[config.mk]
export PLATFORM = sky130hd
export DESIGN_NAME = line_feeder
export DESIGN_NICKNAME = d
export VERILOG_FILES = /design/src/rtl/line_feeder.sv
export SDC_FILE = /design/constraint.sdc
export NUM_CORES = 1
export LEC_CHECK = 0
export CORE_UTILIZATION = 51
export DETAILED_ROUTE_END_ITERATION = 12
export GPL_TIMING_DRIVEN = 0
export HOLD_SLACK_MARGIN = 0.12
export PLACE_DENSITY = 0.77
export SKIP_CTS_REPAIR_TIMING = 1
export SLEW_MARGIN = 10
export SYNTH_ARGS = -nofsm -noshare
export SYNTH_HDL_FRONTEND = slang
export SYNTH_SLANG_ARGS = --single-unit
[constraint.sdc]
create_clock -name clk -period 2.5 [get_ports clk]
set_clock_uncertainty 0.15 [all_clocks]
set_input_delay 0.25 -clock clk [delete_from_list [all_inputs] [get_ports clk]]
set_output_delay 0.25 -clock clk [all_outputs]
set_load 0.05 [all_outputs]
[src/rtl/line_feeder.sv]
// -----------------------------------------------------------------------------
// line_feeder
//
// Input sequencer and result collector for the three-stage assembly line
// (bloc/registru chain with inputs x, t, y and output z).
//
// Operand triples arrive over a valid/ready handshake and are queued in a small
// circular FIFO. When run is high, the head item is issued. Its x/t drive the
// line directly. Its y is held back one cycle so that it meets that item's
// stage-1 register. A 3-deep valid tracker follows each issued item down the
// line and marks the cycle in which its z appears at the line output.
//
// Parameters
//   DEPTH : FIFO entries (power of two, >= 2)
//   CNT_W : width of the delivered-result counter
//
// Ports
//   clk, reset         : clock; synchronous active-high reset
//   in_valid/in_ready  : upstream handshake (in_ready = !full)
//   in_x, in_t, in_y   : operand triple
//   run                : issue enable
//   line_x, line_t     : registered x/t into the line
//   line_y             : registered y into the line, one cycle behind x/t
//   line_z             : z from the line
//   res_valid, res_z   : result strobe and value (res_z = line_z)
//   res_count          : results delivered, modulo 2^CNT_W
//   busy               : FIFO non-empty or any item still in the line
// -----------------------------------------------------------------------------
module line_feeder #(
  parameter int DEPTH = 4,
  parameter int CNT_W = 8
) (
  input  logic             clk,
  input  logic             reset,
  input  logic             in_valid,
  output logic             in_ready,
  input  logic             in_x,
  input  logic             in_t,
  input  logic             in_y,
  input  logic             run,
  output logic             line_x,
  output logic             line_t,
  output logic             line_y,
  input  logic             line_z,
  output logic             res_valid,
  output logic             res_z,
  output logic [CNT_W-1:0] res_count,
  output logic             busy
);

  localparam int PTR_W = $clog2(DEPTH);

  localparam logic [PTR_W:0]   FULL_CNT = (PTR_W+1)'(DEPTH);
  localparam logic [PTR_W-1:0] PTR_ONE  = PTR_W'(1);
  localparam logic [PTR_W:0]   CNT_ONE  = (PTR_W+1)'(1);
  localparam logic [CNT_W-1:0] RES_ONE  = CNT_W'(1);

  typedef struct packed {
    logic x;
    logic t;
    logic y;
  } item_t;

  // FIFO storage and control
  item_t            r_mem [DEPTH];
  logic [PTR_W-1:0] r_wptr;
  logic [PTR_W-1:0] r_rptr;
  logic [PTR_W:0]   r_count;

  // Issue stage and skew register
  logic r_line_x_p0;
  logic r_line_t_p0;
  logic r_y_hold_p0;
  logic r_iss_vld_p0;

  // Line-side y and valid tracker
  logic r_line_y_p1;
  logic r_vld_p1;
  logic r_vld_p2;
  logic r_vld_p3;

  logic [CNT_W-1:0] r_res_count;

  logic  w_full;
  logic  w_empty;
  logic  w_push;
  logic  w_pop;
  item_t w_head;

  // in_ready depends only on the registered count. So a pop on the same edge
  // never lets a push into a full FIFO.
  assign w_full  = (r_count == FULL_CNT);
  assign w_empty = (r_count == '0);
  assign w_push  = in_valid && !w_full;
  assign w_pop   = run && !w_empty;
  assign w_head  = r_mem[r_rptr];

  // ---- FIFO write (storage is data only, never reset) ----
  always_ff @(posedge clk) begin
    if (w_push) begin
      r_mem[r_wptr] <= '{x: in_x, t: in_t, y: in_y};
    end
  end

  // Pointers wrap naturally at DEPTH because DEPTH is a power of two. The count
  // carries one extra bit so that full and empty stay distinct.
  always_ff @(posedge clk) begin
    if (reset) begin
      r_wptr  <= '0;
      r_rptr  <= '0;
      r_count <= '0;
    end else begin
      if (w_push) begin
        r_wptr <= r_wptr + PTR_ONE;
      end
      if (w_pop) begin
        r_rptr <= r_rptr + PTR_ONE;
      end
      unique case ({w_push, w_pop})
        2'b10:   r_count <= r_count + CNT_ONE;
        2'b01:   r_count <= r_count - CNT_ONE;
        default: r_count <= r_count;
      endcase
    end
  end

  // ---- p0: issue head item, or insert a bubble ----
  always_ff @(posedge clk) begin
    if (reset) begin
      r_line_x_p0  <= 1'b0;
      r_line_t_p0  <= 1'b0;
      r_y_hold_p0  <= 1'b0;
      r_iss_vld_p0 <= 1'b0;
    end else if (w_pop) begin
      r_line_x_p0  <= w_head.x;
      r_line_t_p0  <= w_head.t;
      r_y_hold_p0  <= w_head.y;
      r_iss_vld_p0 <= 1'b1;
    end else begin
      r_line_x_p0  <= 1'b0;
      r_line_t_p0  <= 1'b0;
      r_y_hold_p0  <= 1'b0;
      r_iss_vld_p0 <= 1'b0;
    end
  end

  // ---- p1..p3: y skew into the line, valid follows the item through the line ----
  // The tracker keeps shifting when run is low. A pause therefore only stops
  // new issues and never stalls items already in flight.
  always_ff @(posedge clk) begin
    if (reset) begin
      r_line_y_p1 <= 1'b0;
      r_vld_p1    <= 1'b0;
      r_vld_p2    <= 1'b0;
      r_vld_p3    <= 1'b0;
    end else begin
      r_line_y_p1 <= r_y_hold_p0;
      r_vld_p1    <= r_iss_vld_p0;
      r_vld_p2    <= r_vld_p1;
      r_vld_p3    <= r_vld_p2;
    end
  end

  // ---- result counter: counts each cycle in which a result is presented ----
  always_ff @(posedge clk) begin
    if (reset) begin
      r_res_count <= '0;
    end else if (r_vld_p3) begin
      r_res_count <= r_res_count + RES_ONE;
    end
  end

  assign in_ready  = !w_full;
  assign line_x    = r_line_x_p0;
  assign line_t    = r_line_t_p0;
  assign line_y    = r_line_y_p1;
  assign res_valid = r_vld_p3;
  assign res_z     = line_z;
  assign res_count = r_res_count;
  assign busy      = !w_empty | r_iss_vld_p0 | r_vld_p1 | r_vld_p2 | r_vld_p3;

endmodule

==> Flow_metrics.wiki, run 1 <==
{| class="wikitable"
! Metric !! Value
|-
| Critical-path maximum fanout || 7
|-
| Die span in y || 55.0 um
|-
| Async S/R FF share, synth || 0%
|-
| Slowest stage delay, CP || 0.39 ns
|-
| Total nets after synthesis || 136
|-
| Routed len/inst || 12.6 um
|-
| Largest net degree at the start of global routing || 11
|-
| Cell Chain, Critical Path || nor2_1 > a21boi_2 > inv_1 > ha_1 > inv_1 > fa_1 > xor2_1 > or3_1 > a21oi_1
|-
| Share of the clock period used by the worst path after layout || between 80% and 90%
|-
| Detailed Place HPWL || 1.73 mm
|-
| Number of buffers inserted during clock tree synthesis || 5
|-
| Leading cell types by count after synthesis || 23 x dfxtp_1, 14 x nor2_1, 12 x edfxtp_1
|-
| Number of placed I/O pins || 23
|-
| Critical path data arrival time || 2.36 ns
|-
| Final Slew Violations || 0
|-
| Netlist area before placement || 1430 um2
|-
| Number of endpoints with negative hold slack in the final report || 0
|-
| Total number of vias || between 900 and 1000
|-
| Sequential element share of the synthesized area || 57.3%
|-
| Post-Syn Area per Cell || 11.8 um2
|-
| Setup TNS || 0 ns
|-
| Port Buffers || 21
|-
| Worst Hold Class || reg2reg
|-
| Wire length of the first global-routing pass || 3.46 mm
|-
| Yosys warns || 0
|-
| Instance count of the mapped netlist || 121
|-
| Multi-input combinational cell area || 556 um2
|-
| Max-slew headroom || 66.6%
|-
| Final Non-Filler Cells || 180
|-
| Shortest period the worst path allows || 2.24 ns
|-
| Number of cells on the worst hold path || 1
|-
| Max H-tree Level || 2
|-
| Dominant cell type by count on the critical path || inv_1
|-
| Core outline area || 2570 um2
|-
| Number of antenna violations at the first check in global routing || 0
|-
| Max Buffers Root-to-Sink || 2
|-
| Fill cell count || about 210
|-
| GRT Resource Usage Total || 17.6%
|-
| Number of cells on the worst reg-to-reg path || 9
|-
| GR Overflow Total || 0
|-
| Detailed Routing Iterations Pass 1 || 4
|-
| Worst-Skew Late Latency || approximately 0.33 ns
|-
| CTS root buf || clkbuf_4
|-
| Area of all sequential standard cells || 821 um2
|-
| Number of instances in the placed design || 172
|-
| Area growth from synthesis to layout || 20.9%
|-
| Antenna viol nets, final || 0
|-
| Worst-path cell with the longest stage delay || fa_1
|-
| Final wirelength || 2.27 mm
|-
| Clock-pin slew reported for the worst setup and hold paths after clock tree synthesis || 0.10 ns
|-
| Power density over cell area || 809 nW/um2
|-
| Worst voltage drop across the vdd grid || 0.000577 V
|-
| Fraction of layout instances using a drive strength above 1 || about a tenth
|-
| RSZ-0062 raised after global routing || false
|-
| Final layout net count || between 150 and 200
|-
| Element type at the critical path end || flip-flop
|-
| Vias in the first global route || 820
|-
| Sink count of the clock tree || 35
|-
| Register bit count reported by yosys || 35
|-
| Final weighted congestion in routability-driven placement || 0.693
|-
| Total number of placement rows || 18
|-
| Maximum clock frequency || 447 MHz
|-
| Number of endpoints failing setup at the final stage || 0
|-
| Worst slew pin tran || 0.500 ns
|-
| Dominant cell type by area after synthesis || dfxtp_1
|-
| Top-count cell post-synth || dfxtp_1
|-
| Horizontal extent of the die || 55.0 um
|-
| Fraction of synthesized cell area taken by the top area cell type || 32.2%
|-
| Required time at the worst-slack endpoint || approximately 2.6 ns
|-
| Die area || 3020 um2
|-
| Number of remaining DRC errors || 0
|-
| CTS tree || done
|-
| Starting DRT DRC Count || 7
|-
| Netlist cell types || 29
|-
| Type of the worst setup path || reg2reg
|-
| Post-synth EDFFs || 12
|-
| Vias per inst || approximately 5.2
|-
| Top FF cell, synth || dfxtp_1
|-
| Startpoint type of the worst setup path || flip-flop
|-
| Status || completed
|-
| MaxCap Viol Count || 0
|-
| Leakage Power || 0.000658 uW
|-
| Diodes inserted || 0
|-
| Top cells by area in the synthesized netlist || dfxtp_1 32%, edfxtp_1 25%, ha_1 5.2%
|-
| Initial core utilization || between 50 and 60%
|}
-- final timing paths --
kind	startpoint	end	slack, ns
max	r_count[0]	r_count[2]	0.26
min	r_y_hold_p0	line_y	0.31
min reg2reg	r_y_hold_p0	line_y	0.31
max reg2reg	r_count[0]	r_count[2]	0.26
-- cell families after synthesis --
| family | after synthesis | share of synthesized area, % |
|---|---|---|
| AOI/OAI and AO/OA | 12 | 5.07 |
| xor gates and xnor gates | 8 | 4.90 |
| adders and majority gates | 7 | 6.64 |
| buffers and inverters | 12 | 3.85 |
| DFF | 35 | 57.3 |
| muxes | 6 | 6.91 |
| and+or+nand+nor | 41 | 15.3 |
-- metrics by stage --
step	area (um2)	hold WS [ns]	setup WS (ns)	power (uW)	utilization, %
6_report	1730	0.307	0.262	1400	67.4
5_1_grt	1730	0.329	0.0930	1480	67.4
4_1_cts	1730	0.315	0.131	1410	67.3
3_5_place_dp	1680	0.301	0.126	1140	65.4
3_3_place_gp	1680	0.280	0.175	1120	65.4
2_1_floorplan	1430	0.195	0.440	1020	-
-- flip-flops by register name (all words and copies together), names as in the netlist --
name,count
res_count,8
r_count,3
line_y,1
r_vld_p1,1
res_valid,1
r_vld_p2,1
r_rptr,2
r_mem,12
r_iss_vld_p0,1
line_x,1
r_wptr,2
r_y_hold_p0,1
line_t,1
-- per-layer routing --
| metal | GRT usage [%] | vias up | wire length, um |
|---|---|---|---|
| li1 | - | 466 | - |
| met1 | 17.3 | 439 | 950 |
| met2 | 31.5 | 26 | 1150 |
| met3 | 5.74 | 6 | 104 |
| met4 | 11.3 | 0 | 62 |
| met5 | 0 | - | 0 |
-- worst max-delay path: cells and delay by family (launching register included) --
kind	cells	cell delay, ns
buf+inv	2	0.14
flops	1	0.36
compound gates	2	0.27
simple gates	2	0.52
xor+xnor	1	0.17
fa+ha+maj	2	0.57
-- report_power, final --
part           leakage (uW)  switching, uW  internal [uW]  total, uW
Sequential         0.000297           41.5            658        699
Clock             0.0000273            178            104        282
Combinational      0.000334            241            177        417
-- layout make-up --
| type | count | share of cell area [%] |
|---|---|---|
| tap | 30 | 2.17 |
| buffer | 5 | 1.66 |
| inverter | 7 | 1.52 |
| clock buffer | 6 | 2.39 |
| multi-input combinational | 74 | 32.1 |
| clock inverter | 2 | 0.434 |
| sequential | 35 | 47.4 |
| timing repair buffer | 21 | 12.3 |
-- placed cells by master, fill, tap and decap left out, types with 3 or more instances in the layout --
cell	count
a21oi_1	5
and2_1	7
clkbuf_4	5
clkdlybuf4s50_1	20
dfxtp_1	23
edfxtp_1	12
ha_1	6
inv_1	7
mux4_2	3
nand2_1	3
nor2_1	14
nor2b_1	4
o21ai_0	4
or3_1	4
xor2_1	7
Power figures use the tool's default switching activity.
==> inputs of run 2 (changes only) <==
Settings changed: CAP_MARGIN from default to 15.
Clock period 2.5 ns to 2.1 ns, I/O delays scaled along.
==> run 2 against run 1 <==
Effect of this change:
- combinational power up 28%
- wire length is 4.4% higher
- sequential share of layout area fell by 1.1 points
- die area unchanged
- register-to-register slack got worse by 0.17 ns
- clock power grew 18%
- flip-flop and latch count is the same
- largest cell class unchanged
- largest power group unchanged
==> Flow_metrics.wiki, run 2 (same netlist as run 1, synthesis figures left out) <==
{| class="wikitable"
! Metric !! Value
|-
| Largest register FFs || 12
|-
| Number of cells on the worst reg-to-reg path || 9
|-
| Detailed Place HPWL || 1.73 mm
|-
| Antenna viol nets, final || 0
|-
| Vias per inst || 5.13
|-
| Worst-Skew Late Latency || ~0.33 ns
|-
| Wire length of the first global-routing pass || around 3.5 mm
|-
| Max H-tree Level || 2
|-
| Die span in y || 55.0 um
|-
| Port Buffers || 21
|-
| Worst slew pin tran || 0.500 ns
|-
| Clock-pin slew reported for the worst setup and hold paths after clock tree synthesis || 0.10 ns
|-
| CTS root buf || clkbuf_4
|-
| Final wirelength || 2.37 mm
|-
| Max-slew headroom || 66.6%
|-
| Leakage Power || about 0.00068 uW
|-
| Element type at the critical path end || output pin
|-
| Starting DRT DRC Count || 8
|-
| Fraction of layout instances using a drive strength above 1 || 16.3%
|-
| Initial core utilization || a little under three fifths
|-
| Critical-path maximum fanout || 5
|-
| Largest delay contributor family on the critical path || buffers and inverters
|-
| Slowest stage delay, CP || 0.79 ns
|-
| Diodes inserted || 0
|-
| Worst R2R End || r_count[2]
|-
| Number of endpoints failing setup at the final stage || 0
|-
| Shortest period the worst path allows || 2.02 ns
|-
| Worst hold margin || 0.307 ns
|-
| Type of the worst setup path || reg2out
|-
| Final layout net count || 167
|-
| Detailed Routing Iterations Pass 1 || 4
|-
| Startpoint of the most critical register-to-register path || r_count[1]
|-
| Area of all sequential standard cells || 827 um2
|-
| GR Overflow Total || 0
|-
| Register-to-register setup slack || 0.09 ns
|-
| Worst voltage drop across the vdd grid || 0.000689 V
|-
| Final weighted congestion in routability-driven placement || between 0.6 and 0.7
|-
| Number of remaining DRC errors || 0
|-
| Final Slew Violations || 0
|-
| Fill cell count || 208
|-
| Number of antenna violations at the first check in global routing || 0
|-
| Area growth from synthesis to layout || 24.7%
|-
| Number of placed I/O pins || 23
|-
| Horizontal extent of the die || 55.0 um
|-
| Number of buffers inserted during clock tree synthesis || 5
|-
| GRT Resource Usage Total || approximately 18%
|-
| Share of the core filled with cells in the final layout || 69.5%
|-
| Top reg by flops || r_mem
|-
| Multi-input combinational cell area || roughly 580 um2
|-
| Maximum clock frequency || 495 MHz
|-
| Start point of the critical path || r_count[0]
|-
| MaxCap Viol Count || 0
|-
| Number of endpoints with negative hold slack in the final report || 0
|-
| Max Buffers Root-to-Sink || 2
|-
| Stages on worst setup path || 3
|-
| Cell Chain, Critical Path || nor2_4 > nand2_1 > clkdlybuf4s50_1
|-
| Last element of the critical path || in_ready
|-
| Required time at the worst-slack endpoint || 1.74 ns
|-
| Sink count of the clock tree || 35
|-
| Commonest cells after routing, fill and taps aside || 20 x clkdlybuf4s50_1, 20 x dfxtp_1, 13 x nor2_1
|-
| Routed len/inst || 13.0 um
|-
| Total number of vias || 939
|-
| Total number of placement rows || 18
|-
| Vias in the first global route || 820
|-
| Status || completed
|-
| Share of the clock period used by the worst path after layout || a little over nine tenths
|-
| Critical path data arrival time || 1.66 ns
|-
| Worst path bufs/invs || 1
|-
| Worst-path cell with the longest stage delay || clkdlybuf4s50_1
|-
| Startpoint type of the worst setup path || flip-flop
|-
| Worst Hold Class || reg2reg
|-
| Power density over cell area || 963 nW/um2
|-
| Largest net degree at the start of global routing || 11
|-
| Core outline area || 2570 um2
|-
| Die area || 3020 um2
|-
| CTS tree || done
|}
run 2: changes by cell type in the layout (fill, tap and decap cells not counted), sizes merged:
cell,previous run,this run
buf,5,8
run 2: final cells by class:
cell class / instances / area share, %
well taps: 30 / 2.10
multi-input cells: 74 / 32.5
repair buffers: 24 / 13.2
plain buffers: 5 / 1.61
clock inverters: 2 / 0.421
flip-flops and latches: 35 / 46.4
inverters: 7 / 1.47
clock buffers: 6 / 2.31
run 2: worst min-delay path by stage:
| stage | cells after the start | slack, ns | end | from |
|---|---|---|---|---|
| after detailed placement | 1 | 0.30 | line_y | r_y_hold_p0 |
| final | 1 | 0.31 | line_y | r_y_hold_p0 |
| after global routing | 1 | 0.33 | line_y | r_y_hold_p0 |
| after global placement | 1 | 0.28 | line_y | r_y_hold_p0 |
| after CTS | 1 | 0.31 | line_y | r_y_hold_p0 |
| after floorplan | 1 | 0.15 | r_iss_vld_p0 | reset |
run 2: stage by stage:
stage	worst slack [ns]	setup TNS (ns)	cells	cell area (um2)	total power (uW)
after floorplan	0.0395	0	121	1430	1220
after global placement	-0.185	-0.237	172	1680	1330
after detailed placement	-0.234	-0.320	172	1680	1350
after CTS	-0.229	-0.380	180	1730	1680
after global routing	-0.00940	-0.00940	183	1780	1820
final	0.0806	0	183	1780	1720
run 2: where the power goes:
group	leakage, uW	switching [uW]	internal [uW]
Combinational	0.000353	299	236
Clock	0.0000273	207	124
Sequential	0.000298	63.2	788
run 2: per-layer routing:
| metal | wire (um) | global-route usage, % |
|---|---|---|
| met1 | 987 | 17.3 |
| met4 | 58 | 11.3 |
| met2 | 1230 | 31.5 |
| met5 | 0 | 0 |
| met3 | 95 | 5.74 |
